File: config.mk
export PLATFORM = sky130hd
export DESIGN_NAME = hwa_total
export DESIGN_NICKNAME = d
export VERILOG_FILES = /design/src/rtl/hwa_total.sv
export SDC_FILE = /design/constraint.sdc
export NUM_CORES = 1
export LEC_CHECK = 0
export CORE_MARGIN = 4
export CORE_UTILIZATION = 60
export CTS_CLUSTER_SIZE = 24
export DETAILED_ROUTE_END_ITERATION = 16
export GPL_ROUTABILITY_DRIVEN = 0
export PLACE_DENSITY = 0.88
export SLEW_MARGIN = 40
export SYNTH_ARGS = -nofsm -noshare
export SYNTH_HDL_FRONTEND = slang
export SYNTH_SLANG_ARGS = --single-unit
File: constraint.sdc
create_clock -name clock -period 5.1 [get_ports clock]
set_input_delay 0.51 -clock clock [delete_from_list [all_inputs] [get_ports clock]]
set_output_delay 0.51 -clock clock [all_outputs]
set_load 0.01 [all_outputs]
File: src/rtl/hwa_total.sv
// Stochastic-computing multiply/accumulate over a 2^N-cycle window.
// One input probability is multiplied by CH fixed weights; counts land on out at window end.
module hwa_total #(
  parameter int unsigned N  = 12,
  parameter int unsigned CH = 4
) (
  input  logic                  clock,
  input  logic                  reset_n,
  input  logic                  start,
  input  logic [N:0]            in,
  output logic [CH*(N+1)-1:0]   out
);

  localparam int unsigned W = N + 1;

  typedef enum logic {
    IDLE = 1'b0,
    RUN  = 1'b1
  } state_t;

  state_t          state, state_nx;
  logic [N-1:0]    idx, idx_nx, rx;
  logic [W-1:0]    acc    [CH];
  logic [W-1:0]    acc_nx [CH];
  logic [CH*W-1:0] out_nx;
  logic            x;
  logic [CH-1:0]   p;

  // Channel k weight is (CH-k)/CH of full scale: 4096, 3072, 2048, 1024 for the defaults.
  function automatic logic [W-1:0] weight(input int unsigned k);
    return W'(((CH - k) << N) / CH);
  endfunction

  // Input and weight stochastic bits from the shared window index.
  always_comb begin
    rx = '0;
    for (int unsigned i = 0; i < N; i++) begin
      rx[i] = idx[N-1-i];
    end
    x = (in > {1'b0, rx});
    p = '0;
    for (int unsigned k = 0; k < CH; k++) begin
      p[k] = x & (weight(k) > {1'b0, idx});
    end
  end

  // Next-state and datapath updates.
  always_comb begin
    state_nx = state;
    idx_nx   = idx;
    out_nx   = out;
    for (int unsigned k = 0; k < CH; k++) begin
      acc_nx[k] = acc[k];
    end
    case (state)
      IDLE: begin
        if (start) begin
          state_nx = RUN;
          idx_nx   = '0;
          for (int unsigned k = 0; k < CH; k++) begin
            acc_nx[k] = '0;
          end
        end
      end
      RUN: begin
        idx_nx = idx + N'(1);
        for (int unsigned k = 0; k < CH; k++) begin
          acc_nx[k] = acc[k] + W'(p[k]);
        end
        if (idx == '1) begin
          state_nx = IDLE;
          for (int unsigned k = 0; k < CH; k++) begin
            out_nx[k*W +: W] = acc[k] + W'(p[k]);
          end
        end
      end
      default: state_nx = IDLE;
    endcase
  end

  always_ff @(posedge clock) begin
    if (!reset_n) begin
      state <= IDLE;
      idx   <= '0;
      out   <= '0;
      for (int unsigned k = 0; k < CH; k++) begin
        acc[k] <= '0;
      end
    end else begin
      state <= state_nx;
      idx   <= idx_nx;
      out   <= out_nx;
      for (int unsigned k = 0; k < CH; k++) begin
        acc[k] <= acc_nx[k];
      end
    end
  end

endmodule

==> results of run 1 <==
[synthesized netlist by cell type, types with 3 or more instances]
cell / instances / share of area
buf_2: 11 / 0.0095
dfxtp_1: 117 / 0.40
o31ai_1: 3 / 0.0039
o211ai_1: 3 / 0.0039
o41ai_1: 3 / 0.0045
clkbuf_2: 3 / 0.0026
a31oi_1: 14 / 0.015
nor4_1: 3 / 0.0032
a41oi_1: 4 / 0.0060
xnor2_1: 31 / 0.047
a211oi_1: 9 / 0.012
o21ai_0: 43 / 0.037
nand3b_1: 4 / 0.0052
and3_1: 17 / 0.018
o211a_1: 4 / 0.0069
nand2_1: 68 / 0.044
buf_4: 3 / 0.0039
nand2b_1: 10 / 0.011
nand3_1: 30 / 0.026
inv_1: 20 / 0.013
buf_1: 4 / 0.0026
nand4_1: 13 / 0.014
a311oi_1: 16 / 0.024
nor2_1: 45 / 0.029
clkbuf_1: 24 / 0.015
mux2_2: 4 / 0.0077
a21o_1: 8 / 0.010
or4_1: 4 / 0.0052
a21oi_1: 91 / 0.078
and4_1: 12 / 0.018
xor2_1: 11 / 0.017
nor3_1: 20 / 0.017
ha_1: 23 / 0.049
[worst min-delay path by stage]
stage,to,cells past startpoint
after floorplan,acc[0][12],1
after global placement,out[40],2
after detailed placement,out[30],2
after CTS,out[30],2
after global routing,out[30],2
final,out[27],2
[power breakdown]
part	switching [uW]	leakage, uW	internal, uW
Clock	431	0.000300	834
Combinational	76.0	0.00128	41.0
Sequential	5.30	0.000944	920
Total	512	0.00252	1800
[registers in the layout, summed over array words and instances (netlist names)]
| signal | cells |
|---|---|
| acc | 52 |
| out | 52 |
| state | 1 |
| idx | 12 |
[stage by stage]
stage	util	setup slack, ps	power, uW	std cells
floorplan	-	1890	1020	698
global placement	0.698	937	1050	856
detailed placement	0.699	818	1060	857
CTS	0.766	1190	2310	889
global route	0.767	1080	2380	889
finish	0.767	1270	2310	889
[cell families (layout without fill, tap and decap cells)]
kind of cell,Yosys count,after routing
buf+inv,66,128
simple gates,239,239
fa+ha+maj,23,23
compound gates,205,205
mux,6,6
flops,117,117
xor+xnor,42,42
[cell usage in the layout, fill, tap and decap left out, types with 8 or more instances in the layout]
master / instances
dfxtp_1: 116
a21oi_1: 91
nand2_1: 68
clkdlybuf4s50_1: 67
nor2_1: 44
o21ai_0: 43
xnor2_1: 31
nand3_1: 30
ha_1: 23
nor3_1: 20
inv_1: 19
and3_1: 17
a311oi_1: 16
clkbuf_16: 16
a31oi_1: 14
nand4_1: 13
and4_1: 12
xor2_1: 11
nand2b_1: 10
a211oi_1: 9
a21o_1: 8
buf_4: 8
[metal layers]
metal / vias to the layer above / track usage
li1: 2640 / -
met1: 2593 / 0.328
met2: 237 / 0.477
met3: 45 / 0.0522
met4: 0 / 0.113
met5: - / 0
[layout make-up]
| cell class | instances | area (um^2) | area share |
|---|---|---|---|
| clock buffers | 21 | 459 | 0.0642 |
| clock inverters | 11 | 174 | 0.0243 |
| inverters | 21 | 78.8 | 0.0110 |
| multi-input cells | 515 | 3200 | 0.448 |
| flip-flops and latches | 117 | 2340 | 0.328 |
| well taps | 129 | 161 | 0.0226 |
| repair buffers | 75 | 731 | 0.102 |
[worst reg2reg max path: cells and delay by family (launching register included)]
family	cells	cell delay, ps
compound gates	4	1350
fa+ha+maj	3	1040
buf+inv	1	100
flops	1	390
simple gates	4	850
==> run metrics, run 1 <==
status completed; root buffer cell clkbuf_8; final slew viol count 0; Synth Instances approximately 700; sequential area share after synthesis 0.403; Metal-1 WL roughly 6000 um; clock skew around 9.6 ps; Fill cells ~630; minimum clock period 3830 ps; met3 routed wirelength 880 um; Adder-Cell Fraction of Synth Area 0.0495; crit path launch type register; Hold WS approximately 450 ps; Reg2Reg Depth 12; HP Start out[27]; met2 routed WL about 7600 um; Post-Synth XOR/XNOR Area 0.0632; CP Buf/Inv Count 1; number of H-tree levels 4; critical path endpoint acc[3][10]; final setup fails 0; Overflow after GRT 0; CP endpoint kind register; top sig layer met4; syn_nets around 740; maximum fanout along the worst path 7; HPWL after detailed placement between 9000 and 10,000 um; Least-Margin Pin Slew ~720 ps; clock slew at reported path FFs 60 ps; cts hold-fix bufs 0; synthesized area 5820 um^2; CTS tree done; WL final between 15,000 and 20,000 um; chip width between 100 and 150 um; Hold Fails Final Rpt 0; Cell variety after synth between 50 and 60; number of synthesized flops with an enable pin 0; CP max stage cell a2111oi_1; Synth Area per Inst 8.34 um^2; Synth Area in Compound Gates 0.212; area delta synth->final 22.9%; final instance area 7150 um^2; Initial Utilization 0.624; pwr/cell area 323 nW/um^2; YS warnings 0; Pleak 0.00252 uW; DP Area around 6500 um^2; top_reg_cell synth dfxtp_1; reg-to-reg endpoint acc[3][10]; CTS resizes 0; Hold WC Path Type register to register; reg-to-reg startpoint idx[0]; sum of negative setup slack 0 ps; DRC Markers 0; mux cell area share after synthesis 0.0112; height of the die about 110 um; worst stage delay on the critical path ~710 ps; Worst-Skew Late Latency 520 ps; number of diodes 0; fraction of registers with async set/reset 0; Period Utilization, post-route 0.751; 1st-iter DRT viols between 300 and 400; initial antenna violation count 0; Tot GR Track Use 0.273; drt pass-1 iters 6; Synth Area in Simple Gates 0.214; CP Data Required Time 5520 ps; CP arrival roughly 4300 ps; core area 9330 um^2; Peak Freq 0.261 GHz; Die ar. approximately 11,000 um^2; global-route wire length before repair roughly 25,000 um; CP most frequent cell ha_1; Vias ~5,500; largest net degree at the start of global routing 66; Peak VDD IR between 200 and 250 uV; fraction of layout cells with a size suffix above 1 0.0711; Levels on crit path 12; Row Count 35; Nets 786; Post-DRT Antenna Nets 0; CP Class register to register; Relative slew margins 0.517; RSZ-0062 raised after global routing no; vias in the first global route 5,317; Via density approximately 6.2; post-CTS setup repair buffer count 0; critical path cell sequence inv_1 -> ha_1 -> and4b_1 -> nand3_1 -> o221a_2 -> a2111oi_1 -> ha_1 -> ha_1 -> nand2_1 -> or4_1 -> a21o_1 -> a21o_1; Critical path origin idx[0]; drt wl/cell around 17 um; Sink Count approximately 120; IO buf count 67; cts bufs inserted 17; reg-to-reg slack, setup about 1300 ps; register bit total from synthesis ~120; cell family with the largest share of critical-path delay compound AO/OA/AOI/OAI gates; Clock Tree Buf Depth 2; max-cap viol count 0; I/O pin count between 60 and 70; largest family of logic cells by synthesized area simple AND/OR/NAND/NOR gates
No activity file was read; power rests on OpenSTA's default activity.
==> run 2: changes to the inputs <==
--- a/config.mk
+++ b/config.mk
@@ -6,11 +6,11 @@
 export NUM_CORES = 1
 export LEC_CHECK = 0
 export CORE_MARGIN = 4
-export CORE_UTILIZATION = 60
+export CORE_UTILIZATION = 56
 export CTS_CLUSTER_SIZE = 24
 export DETAILED_ROUTE_END_ITERATION = 16
 export GPL_ROUTABILITY_DRIVEN = 0
-export PLACE_DENSITY = 0.88
+export PLACE_DENSITY = 0.83
 export SLEW_MARGIN = 40
 export SYNTH_ARGS = -nofsm -noshare
 export SYNTH_HDL_FRONTEND = slang
==> constraint.sdc (replaced) <==
create_clock -name clock -period 3.9 [get_ports clock]
set_input_delay 0.39 -clock clock [delete_from_list [all_inputs] [get_ports clock]]
set_output_delay 0.39 -clock clock [all_outputs]
set_load 0.01 [all_outputs]
==> run 2 against run 1 <==
Against the previous run:
- sequential share of layout area down 0.052 points
- clock power up 21%
- combinational power increased by 29%
- count of clock-buffer cells in the layout decreased by 1
- maximum frequency increased by 8.8%
- critical endpoint is now out[23]
- largest power group unchanged
- highest routed layer unchanged
==> run metrics, run 2 (same netlist as run 1, synthesis figures left out) <==
Post-DRT Antenna Nets 0; clock slew at reported path FFs roughly 60 ps; sum of negative setup slack 0 ps; chip width around 110 um; status completed; Hold WC Path Type register to register; Net Switching approximately 680 uW; core area 9950 um^2; Relative slew margins 0.525; Nets about 790; Post-Place Cells between 800 and 900; Least-Margin Pin Slew roughly 700 ps; reg-to-reg slack, setup 380 ps; RSZ-0062 raised after global routing no; CP arrival 3940 ps; pwr/cell area 404 nW/um^2; Overflow after GRT 0; 1st-iter DRT viols a little under 400; CP Data Required Time about 4300 ps; Peak Freq approximately 0.28 GHz; Clock Tree Buf Depth 2; vias in the first global route between 5,000 and 6,000; most common cell after layout, fill and taps aside dfxtp_1; CTS tree done; global-route wire length before repair 26,200 um; Sequential Power Share 0.421; Hold WS around 450 ps; max-cap viol count 0; root buffer cell clkbuf_8; Int Pwr approximately 2200 uW; DRC Markers 0; Initial Utilization 0.584; height of the die 110 um; area delta synth->final 23.1%; Die ar. ~12,000 um^2; minimum clock period ~3500 ps; final slew viol count 0; clock share of power 0.527; Pleak ~0.0025 uW; I/O pin count slightly below 70; number of H-tree levels 4; initial antenna violation count 0; maximum fanout along the worst path 6; final std cells w/o fill 901; final instance area roughly 7200 um^2; PnR worst setup slack approximately 380 ps; Peak VDD IR approximately 260 uV; Sw Ratio 0.234; drt pass-1 iters 5; Hold Fails Final Rpt 0; drt wl/cell between 15 and 20 um; post-CTS setup repair buffer count 0; Row Count 36; top flop regs acc (52), out (52), idx (12); Vias about 5,500; cts hold-fix bufs 0; HPWL after detailed placement ~10,000 um; CP endpoint kind register; Tot GR Track Use 0.273; fraction of layout cells with a size suffix above 1 0.0807; Via density between 6 and 7; crit path launch type register; Sink Count ~120; DP Area around 6600 um^2; largest net degree at the start of global routing 40; CP Class register to register; final setup fails 0; number of diodes 0; Comb pwr share 0.052; IO buf count 67; clock skew between 10 and 15 ps; Worst-Skew Late Latency roughly 530 ps; Placement Setup Slack roughly 240 ps; Period Utilization, post-route 0.903; most frequent cells in the layout dfxtp_1, a21oi_1, nand2_1, clkdlybuf4s50_1, nor2_1; CTS resizes 0; cts bufs inserted 17; WL final 15,700 um
==> run 2: routing by layer <==
layer  part of all wire  wire length [um]  global-route usage  vias up
li1                   -                 -                   -     2659
met1               0.40              6210               0.306     2615
met2               0.51              8030               0.484      198
met3              0.057               890              0.0634       56
met4              0.036               565               0.131        0
met5                  0                 0                   0        -
==> run 2: final cells by class <==
class | count | area [um^2]
Inverter | 21 | 78.8
Timing Repair Buffer | 83 | 791
Sequential cell | 117 | 2340
Clock inverter | 12 | 128
Multi-Input combinational cell | 515 | 3200
Fill cell | 767 | 2790
Clock buffer | 20 | 455
Tap cell | 133 | 166
==> run 2: worst paths after layout <==
| kind | startpoint | to | cells after the start |
|---|---|---|---|
| worst min-delay path | out[39] | out[39] | 2 |
| worst min register to register | out[39] | out[39] | 2 |
| worst max register to register | idx[0] | out[23] | 12 |
| worst max-delay path | idx[0] | out[23] | 12 |
==> run 2: power groups by stage <==
| stage | registers, uW | logic (uW) | clock network, uW |
|---|---|---|---|
| after detailed placement | 1240 | 147 | 0 |
| final | 1220 | 151 | 1520 |
| after CTS | 1220 | 149 | 1530 |
| after global routing | 1220 | 165 | 1590 |
| after global placement | 1240 | 141 | 0 |
| after floorplan | 1230 | 98.8 | 0 |
==> run 2: per-stage QoR <==
stage	total power, uW	utilization
2_1_floorplan	1330	-
3_3_place_gp	1380	0.660
3_5_place_dp	1390	0.661
4_1_cts	2890	0.719
5_1_grt	2980	0.719
6_report	2890	0.719
==> run 2: critical path, stage by stage, from the launching register on <==
cell      delay, ps
dfxtp_1         390
inv_1           100
ha_1            290
and4b_1         250
nand4_1         130
a31o_2          270
a221oi_1        450
ha_1            380
ha_1            210
nand3_1         170
nor3_1          350
xnor2_1         140
a211oi_1        280
